`src/rtl/io_port_unit.sv`:
```
// io_port_unit: memory-mapped I/O target for ports B, C and D.
// Holds PORTx/DDRx, synchronizes the external pins into PINx and answers each
// single-cycle OUT/IN request with a registered read result and a one-cycle ack.
//
// Address map:
//   0x00 PINB   0x01 PORTB   0x02 DDRB
//   0x03 PINC   0x04 PORTC   0x05 DDRC
//   0x06 PIND   0x07 PORTD   0x08 DDRD
//   0x09..0xFF unmapped: writes ignored, reads return 0x00, ack still given.
//
// Pin path: the dedicated chain is SYNC_STAGES-1 flops deep. A PINx read
// registers the chain output into read_data, so read_data acts as the final
// synchronizer stage for pin data. A change before edge E0 is therefore
// returned by a PINx read sampled at edge E0+SYNC_STAGES-1.
module io_port_unit #(
    parameter int SYNC_STAGES = 2
) (
    input  logic       clock,
    input  logic       reset_n,
    input  logic [7:0] addr,
    input  logic       write_en,
    input  logic [7:0] write_data,
    input  logic       read_en,
    output logic [7:0] read_data,
    output logic       ack,
    input  logic [7:0] io_b_in,
    input  logic [7:0] io_c_in,
    input  logic [7:0] io_d_in,
    output logic [7:0] io_b_out,
    output logic [7:0] io_c_out,
    output logic [7:0] io_d_out,
    output logic [7:0] io_b_oe,
    output logic [7:0] io_c_oe,
    output logic [7:0] io_d_oe
);

    localparam int CHAIN = SYNC_STAGES - 1;

    logic [CHAIN-1:0][7:0] sync_b;
    logic [CHAIN-1:0][7:0] sync_c;
    logic [CHAIN-1:0][7:0] sync_d;

    logic [7:0] pin_b;
    logic [7:0] pin_c;
    logic [7:0] pin_d;

    logic [7:0] port_b;
    logic [7:0] port_c;
    logic [7:0] port_d;
    logic [7:0] ddr_b;
    logic [7:0] ddr_c;
    logic [7:0] ddr_d;

    logic       tog_b;
    logic       tog_c;
    logic       tog_d;
    logic       wr_port_b;
    logic       wr_port_c;
    logic       wr_port_d;
    logic       wr_ddr_b;
    logic       wr_ddr_c;
    logic       wr_ddr_d;
    logic [7:0] rd_mux;

    // Pin synchronizer chains, one per port, shifting every cycle.
    always_ff @(posedge clock or negedge reset_n) begin
        if (!reset_n) begin
            sync_b <= '0;
            sync_c <= '0;
            sync_d <= '0;
        end else begin
            sync_b[0] <= io_b_in;
            sync_c[0] <= io_c_in;
            sync_d[0] <= io_d_in;
            for (int i = 1; i < CHAIN; i++) begin
                sync_b[i] <= sync_b[i-1];
                sync_c[i] <= sync_c[i-1];
                sync_d[i] <= sync_d[i-1];
            end
        end
    end

    assign pin_b = sync_b[CHAIN-1];
    assign pin_c = sync_c[CHAIN-1];
    assign pin_d = sync_d[CHAIN-1];

    // Address decode: per-register write strobes and the read mux.
    always_comb begin
        tog_b     = 1'b0;
        tog_c     = 1'b0;
        tog_d     = 1'b0;
        wr_port_b = 1'b0;
        wr_port_c = 1'b0;
        wr_port_d = 1'b0;
        wr_ddr_b  = 1'b0;
        wr_ddr_c  = 1'b0;
        wr_ddr_d  = 1'b0;
        rd_mux    = 8'h00;
        case (addr)
            8'h00: begin
                tog_b  = write_en;
                rd_mux = pin_b;
            end
            8'h01: begin
                wr_port_b = write_en;
                rd_mux    = port_b;
            end
            8'h02: begin
                wr_ddr_b = write_en;
                rd_mux   = ddr_b;
            end
            8'h03: begin
                tog_c  = write_en;
                rd_mux = pin_c;
            end
            8'h04: begin
                wr_port_c = write_en;
                rd_mux    = port_c;
            end
            8'h05: begin
                wr_ddr_c = write_en;
                rd_mux   = ddr_c;
            end
            8'h06: begin
                tog_d  = write_en;
                rd_mux = pin_d;
            end
            8'h07: begin
                wr_port_d = write_en;
                rd_mux    = port_d;
            end
            8'h08: begin
                wr_ddr_d = write_en;
                rd_mux   = ddr_d;
            end
            default: rd_mux = 8'h00;
        endcase
    end

    // PORTx registers: direct write, or toggle of set bits via a PINx write.
    always_ff @(posedge clock or negedge reset_n) begin
        if (!reset_n) begin
            port_b <= 8'h00;
            port_c <= 8'h00;
            port_d <= 8'h00;
        end else begin
            if (wr_port_b)  port_b <= write_data;
            else if (tog_b) port_b <= port_b ^ write_data;
            if (wr_port_c)  port_c <= write_data;
            else if (tog_c) port_c <= port_c ^ write_data;
            if (wr_port_d)  port_d <= write_data;
            else if (tog_d) port_d <= port_d ^ write_data;
        end
    end

    // DDRx registers: plain write.
    always_ff @(posedge clock or negedge reset_n) begin
        if (!reset_n) begin
            ddr_b <= 8'h00;
            ddr_c <= 8'h00;
            ddr_d <= 8'h00;
        end else begin
            if (wr_ddr_b) ddr_b <= write_data;
            if (wr_ddr_c) ddr_c <= write_data;
            if (wr_ddr_d) ddr_d <= write_data;
        end
    end

    // Response: ack follows any request; read_data captures the pre-write
    // value on a read and otherwise holds.
    always_ff @(posedge clock or negedge reset_n) begin
        if (!reset_n) begin
            ack       <= 1'b0;
            read_data <= 8'h00;
        end else begin
            ack <= write_en | read_en;
            if (read_en) read_data <= rd_mux;
        end
    end

    assign io_b_out = port_b;
    assign io_c_out = port_c;
    assign io_d_out = port_d;
    assign io_b_oe  = ddr_b;
    assign io_c_oe  = ddr_c;
    assign io_d_oe  = ddr_d;

endmodule

```
`config.mk`:
```
export PLATFORM = sky130hd
export DESIGN_NAME = io_port_unit
export DESIGN_NICKNAME = d
export VERILOG_FILES = /design/src/rtl/io_port_unit.sv
export SDC_FILE = /design/constraint.sdc
export NUM_CORES = 1
export LEC_CHECK = 0
export ABC_CLOCK_PERIOD_IN_PS = 1520
export BUFFER_PORTS_ARGS = -buffer_cell sky130_fd_sc_hd__clkbuf_2
export CORE_MARGIN = 3
export CORE_UTILIZATION = 52
export CTS_CLUSTER_SIZE = 28
export DETAILED_ROUTE_END_ITERATION = 7
export PLACE_DENSITY = 0.83
export SYNTH_ARGS = -nofsm -noshare
export SYNTH_HDL_FRONTEND = slang
export SYNTH_SLANG_ARGS = --single-unit
```
`constraint.sdc`:
```
create_clock -name clock -period 1.52 [get_ports clock]
set_input_delay 0.152 -clock clock [delete_from_list [all_inputs] [get_ports clock]]
set_output_delay 0.152 -clock clock [all_outputs]
set_load 0.02 [all_outputs]
```
# Word level (Yosys, flattened, before mapping)

Cells that the tools add are included.

Word-level logic and storage cells: 43
RAM bits: 0
Bits in latches: 0
Bits in read-only memories: 0
Output and inout port bits: 57
Memories: 0
Input bits: 44
Bits in registers: 81

Div/mod/pow operators: 0
Bitwise gates (word level): 4
Add/sub/neg operators: 0
Reduce and logical (&&, ||, !) cells: 4
$lt $le $gt $ge: 0
$mul: 0
Mux-type cells: 16
Shift operators: 0
Eq/ne operators: 8

Operators with widths:

| cell                                                             | count |
|---|---|
| 8-bit one-hot mux with 9 select lines                            | 1 |
| 8-bit two-way mux                                                | 6 |
| 8-bit by 3-bit == test with 1-bit output (second input constant) | 4 |
| 8-bit bitwise XOR                                                | 3 |
| 8-bit by 2-bit == test with 1-bit output (second input constant) | 2 |
| 1-bit two-way mux                                                | 9 |
| 8-bit by 1-bit == test with 1-bit output (second input constant) | 1 |
| 8-bit by 4-bit == test with 1-bit output (second input constant) | 1 |
| 8-bit logical NOT                                                | 1 |
| 2-bit nonzero test                                               | 3 |
| 1-bit bitwise OR                                                 | 1 |

# Longest topological paths before layout

Word-level depth: 4
Mapped depth: 7
Gate-level depth less buffers: 4

# Worst setup path before layout

OpenSTA, ideal clock, no wires.

Kind: input -> register
Start point: in addr[5]
End point: reg ddr_c[0] (netlist: io_c_oe[0])
Library setup time: 0.125 ns
Data arrival time: 1.612 ns
Path buffers: 0
Stages: 4
Setup slack: -0.217 ns
Data required time: 1.395 ns
Cells stage by stage: nor4_2 nand3_1 nor3_4 mux2_2

Cells in the longest elaborated chain, start to end: 2

RTL lines:

| element                                  | line | RTL |
|---|---|---|
| start, declared                          | 20   | `input logic [7:0] addr,` |
| 8-bit by 3-bit == test with 1-bit output | 99   | `case (addr)` |
| 1-bit two-way mux                        | 99   |  |
| end signal, assigned                     | 164  | `if (wr_ddr_c) ddr_c <= write_data;` |
| end, declared                            | 51   | `logic [7:0] ddr_c;` |

No other way between the ends.
A chain may end at the register's enable or synchronous reset.

# Worst setup path in the final report

Start point: in addr[5]
End point: reg port_c[4] (netlist: io_c_out[4])

Cells in the longest elaborated chain, start to end: 3
Elaborated cells on any way between the ends: 6
Classes of those cells: eq/ne: 2; mux: 3; reduce/logical: 1

RTL lines:

| element                                                                                                     | line | RTL |
|---|---|---|
| 8-bit by 3-bit == test with 1-bit output / 8-bit by 2-bit == test with 1-bit output (equally long branches) | 99   |  |
| 1-bit two-way mux                                                                                           | 99   |  |
| 8-bit two-way mux / 2-bit nonzero test (equally long branches)                                              | -    |  |
| end signal, assigned                                                                                        | 149  | `if (wr_port_c) port_c <= write_data;` |
| end signal, assigned                                                                                        | 150  | `else if (tog_c) port_c <= port_c ^ write_data;` |
| end, declared                                                                                               | 48   | `logic [7:0] port_c;` |

Several ways; a longest one is shown, not always the timed one.

==> results.json <==
{
  "grtUsageMet2": 0.4410,
  "syn_inst": 301,
  "use_met3": 0.07250,
  "critical_path.max_fanout": 6,
  "synth_fa_ha_area_frac": 0,
  "clkTransAtPathRegs_ps": 80,
  "synth_edf_count": 0,
  "cts_tree": "done",
  "utilization": 0.7460,
  "crit_start": "addr[5]",
  "min_from": "write_data[0]",
  "grt_usage": 0.2690,
  "p_leak_uw": 0.002444,
  "ir_worst_vdd_mv": 0.6153,
  "synth_compound_area_frac": 0.08211,
  "r2r_start": "io_b_out[5]",
  "gr-max-usage-layer": "met2",
  "crit_chain": "clkbuf_2 -> or4_4 -> a2111oi_4 -> buf_4 -> nand2_1 -> xor2_1",
  "max_freq_ghz": 0.7003,
  "holdCritPathClass": "input pin to register",
  "die_h_um": 90.91,
  "drt_iter0_drc": 183,
  "end_kind": "register",
  "drtAntennaViolNets": 0,
  "holdBufCountCts": 25,
  "drc": 0,
  "hpwl_um": 7582,
  "grt_max_degree": 82,
  "ys_seq_area_frac": 0.5407,
  "die_w_um": 90.91,
  "met1_usage": 0.3469,
  "critical_path_class": "input pin to register",
  "rsz0062_at_grt": "false",
  "syn_avg_cell_area_um2": 12.45,
  "syn_area_mm2": 0.003749,
  "yosys.area_share.simple": 0.1445,
  "ys_warn_count": 0,
  "synth_top_family_by_area": "simple AND/OR/NAND/NOR gates",
  "cts_resized": 0,
  "cp_slowest_cell": "or4_4",
  "io_pins": 101,
  "slowest_delay_ps": 630,
  "core_mm2": 0.006907,
  "grt_overflow": 0,
  "fin_crit_ps": 1428,
  "slew_headroom": 0.6993,
  "fin_crit_sh": 0.9394,
  "synthArstFlopShare": 1.000,
  "num_antenna_cells": 0,
  "areaGrowthSynthToFinish_pct": 37.45,
  "synth_nets": 345,
  "cts_num_sinks": 81,
  "clk_latency_ps": 360,
  "hold_slack_ps": 108.2,
  "ys_ff_latch": 81,
  "outcome": "completed",
  "fillers": 492,
  "hold_violations": 0,
  "gp_congestion": 0.9308,
  "vias_per_cell": 5.599,
  "dr.pass1.iters": 4,
  "drive_above_1_share": 0.4355,
  "via_count": 3186,
  "clockBufferDepth": 2,
  "htreeDepth": 3,
  "grt_pass1_wl_um": 17250,
  "startpoint_type": "input pin",
  "timing.setup.tns_ps": 0,
  "maxCapViolCount": 0,
  "setup_viol": 0,
  "clock-root-buffer": "clkbuf_8",
  "synth_mux_area_frac": 0.1435,
  "nets": 512,
  "clock_skew_ps": 14.83,
  "numPortBuffers": 100,
  "wl_um": 10570,
  "core.rowCount": 30,
  "required_ps": 1760,
  "synth-xor-area-share": 0.05607,
  "powerDensity_mw_per_mm2": 948.5,
  "initial_core_util": 0.5428,
  "grt_pass1_vias": 3268,
  "antenna_found_initial": 0,
  "tightest_slew_ps": 451.0,
  "synth.distinct_cells": 48,
  "crit_arrival_ps": 1670,
  "slew_viol_final": 0,
  "synthFlopType": "dfrtp_1",
  "cts_setup_buffers": 0,
  "routedWlPerCell_um": 18.57,
  "dpl_worst_slack_ps": -264.1,
  "cts_buffers": 9,
  "fin_ws_ps": 92.07,
  "dieArea_mm2": 0.008264
}
-- flip-flops by register name, summed over array words and instances, names as in the netlist --
register,cells
read_data,8
io_d_oe,8
ack,1
pin_b,8
io_d_out,8
io_c_out,8
pin_c,8
io_c_oe,8
pin_d,8
io_b_oe,8
io_b_out,8
-- layer usage --
metal  wire [µm]  up-vias
met5           0        -
met4         227        0
met3         818       21
met2        5219      141
met1        4299     1609
li1            -     1415
-- area by class of cell --
class                   count  area, µm²  share of cell area
multi-input cells         201       1653              0.3208
well taps                  96      120.1             0.02331
clock buffers              12      145.1             0.02817
flip-flops and latches     81       2027              0.3934
repair buffers            169       1109              0.2152
clock inverters             4      76.32             0.01481
inverters                   6      22.52            0.004371
-- cells in the mapped netlist, drive strengths merged (5+ instances only) --
cell     count  area share
a22oi        6       0.012
buf          5      0.0083
clkbuf       8       0.019
dfrtp       81        0.54
inv          5      0.0050
mux2        30       0.090
mux2i       11       0.029
nand2       54       0.054
nand3       10       0.015
nand3b       5       0.010
nor2         5      0.0050
o2bb2ai      8       0.019
xor2        24       0.056
-- critical path, delay by kind of cell --
family	cells	cell delay (ps)
and+or+nand+nor	2	690
buffers and inverters	2	330
AOI/OAI and AO/OA	1	340
xor gates and xnor gates	1	150
-- final timing paths --
| check | to | cells after the start | slack [ps] |
|---|---|---|---|
| worst max-delay path | io_c_out[4] | 6 | 90 |
| worst min-delay path | io_b_out[0] | 3 | 110 |
| worst max register to register | read_data[5] | 4 | 90 |
| worst min register to register | read_data[6] | 1 | 500 |
| max in group asynchronous | io_c_oe[6] | 3 | 800 |
| min in group asynchronous | pin_b[7] | 3 | 330 |
-- placed cells by master (no fill, tap or decap), types with 3 or more instances in the layout --
| master | instances |
|---|---|
| nand2_1 | 54 |
| mux2i_1 | 11 |
| nand3b_1 | 5 |
| buf_4 | 43 |
| nor2_1 | 5 |
| mux2_4 | 7 |
| a22oi_1 | 6 |
| clkbuf_8 | 10 |
| dlygate4sd3_1 | 25 |
| o211ai_1 | 4 |
| dfrtp_1 | 81 |
| xor2_1 | 24 |
| nand3_1 | 8 |
| clkbuf_2 | 99 |
| inv_1 | 5 |
| mux2_2 | 23 |
| mux4_2 | 4 |
| o2bb2ai_1 | 8 |
| nand4_1 | 3 |
-- logic make-up (layout without fill, tap and decap cells) --
group,after synthesis,count (layout)
XOR/XNOR,24,24
AO/OA/AOI/OAI,36,36
flip-flops,81,81
multiplexers,45,45
AND/OR/NAND/NOR,96,96
buffers and inverters,19,191
-- stage by stage --
step	total power, µW	std cells	instance area (µm²)
floorplan	2778	301	3805
global placement	3102	528	4681
detailed placement	3122	528	4681
CTS	4903	569	5152
global route	5069	569	5152
finish	4887	569	5152
-- where the power goes --
group | switching (µW) | total [µW] | internal (µW)
Sequential | 88.7 | 2370 | 2280
Clock | 775 | 1750 | 974
Combinational | 438 | 772 | 334
No activity file was read; power rests on OpenSTA's default activity.
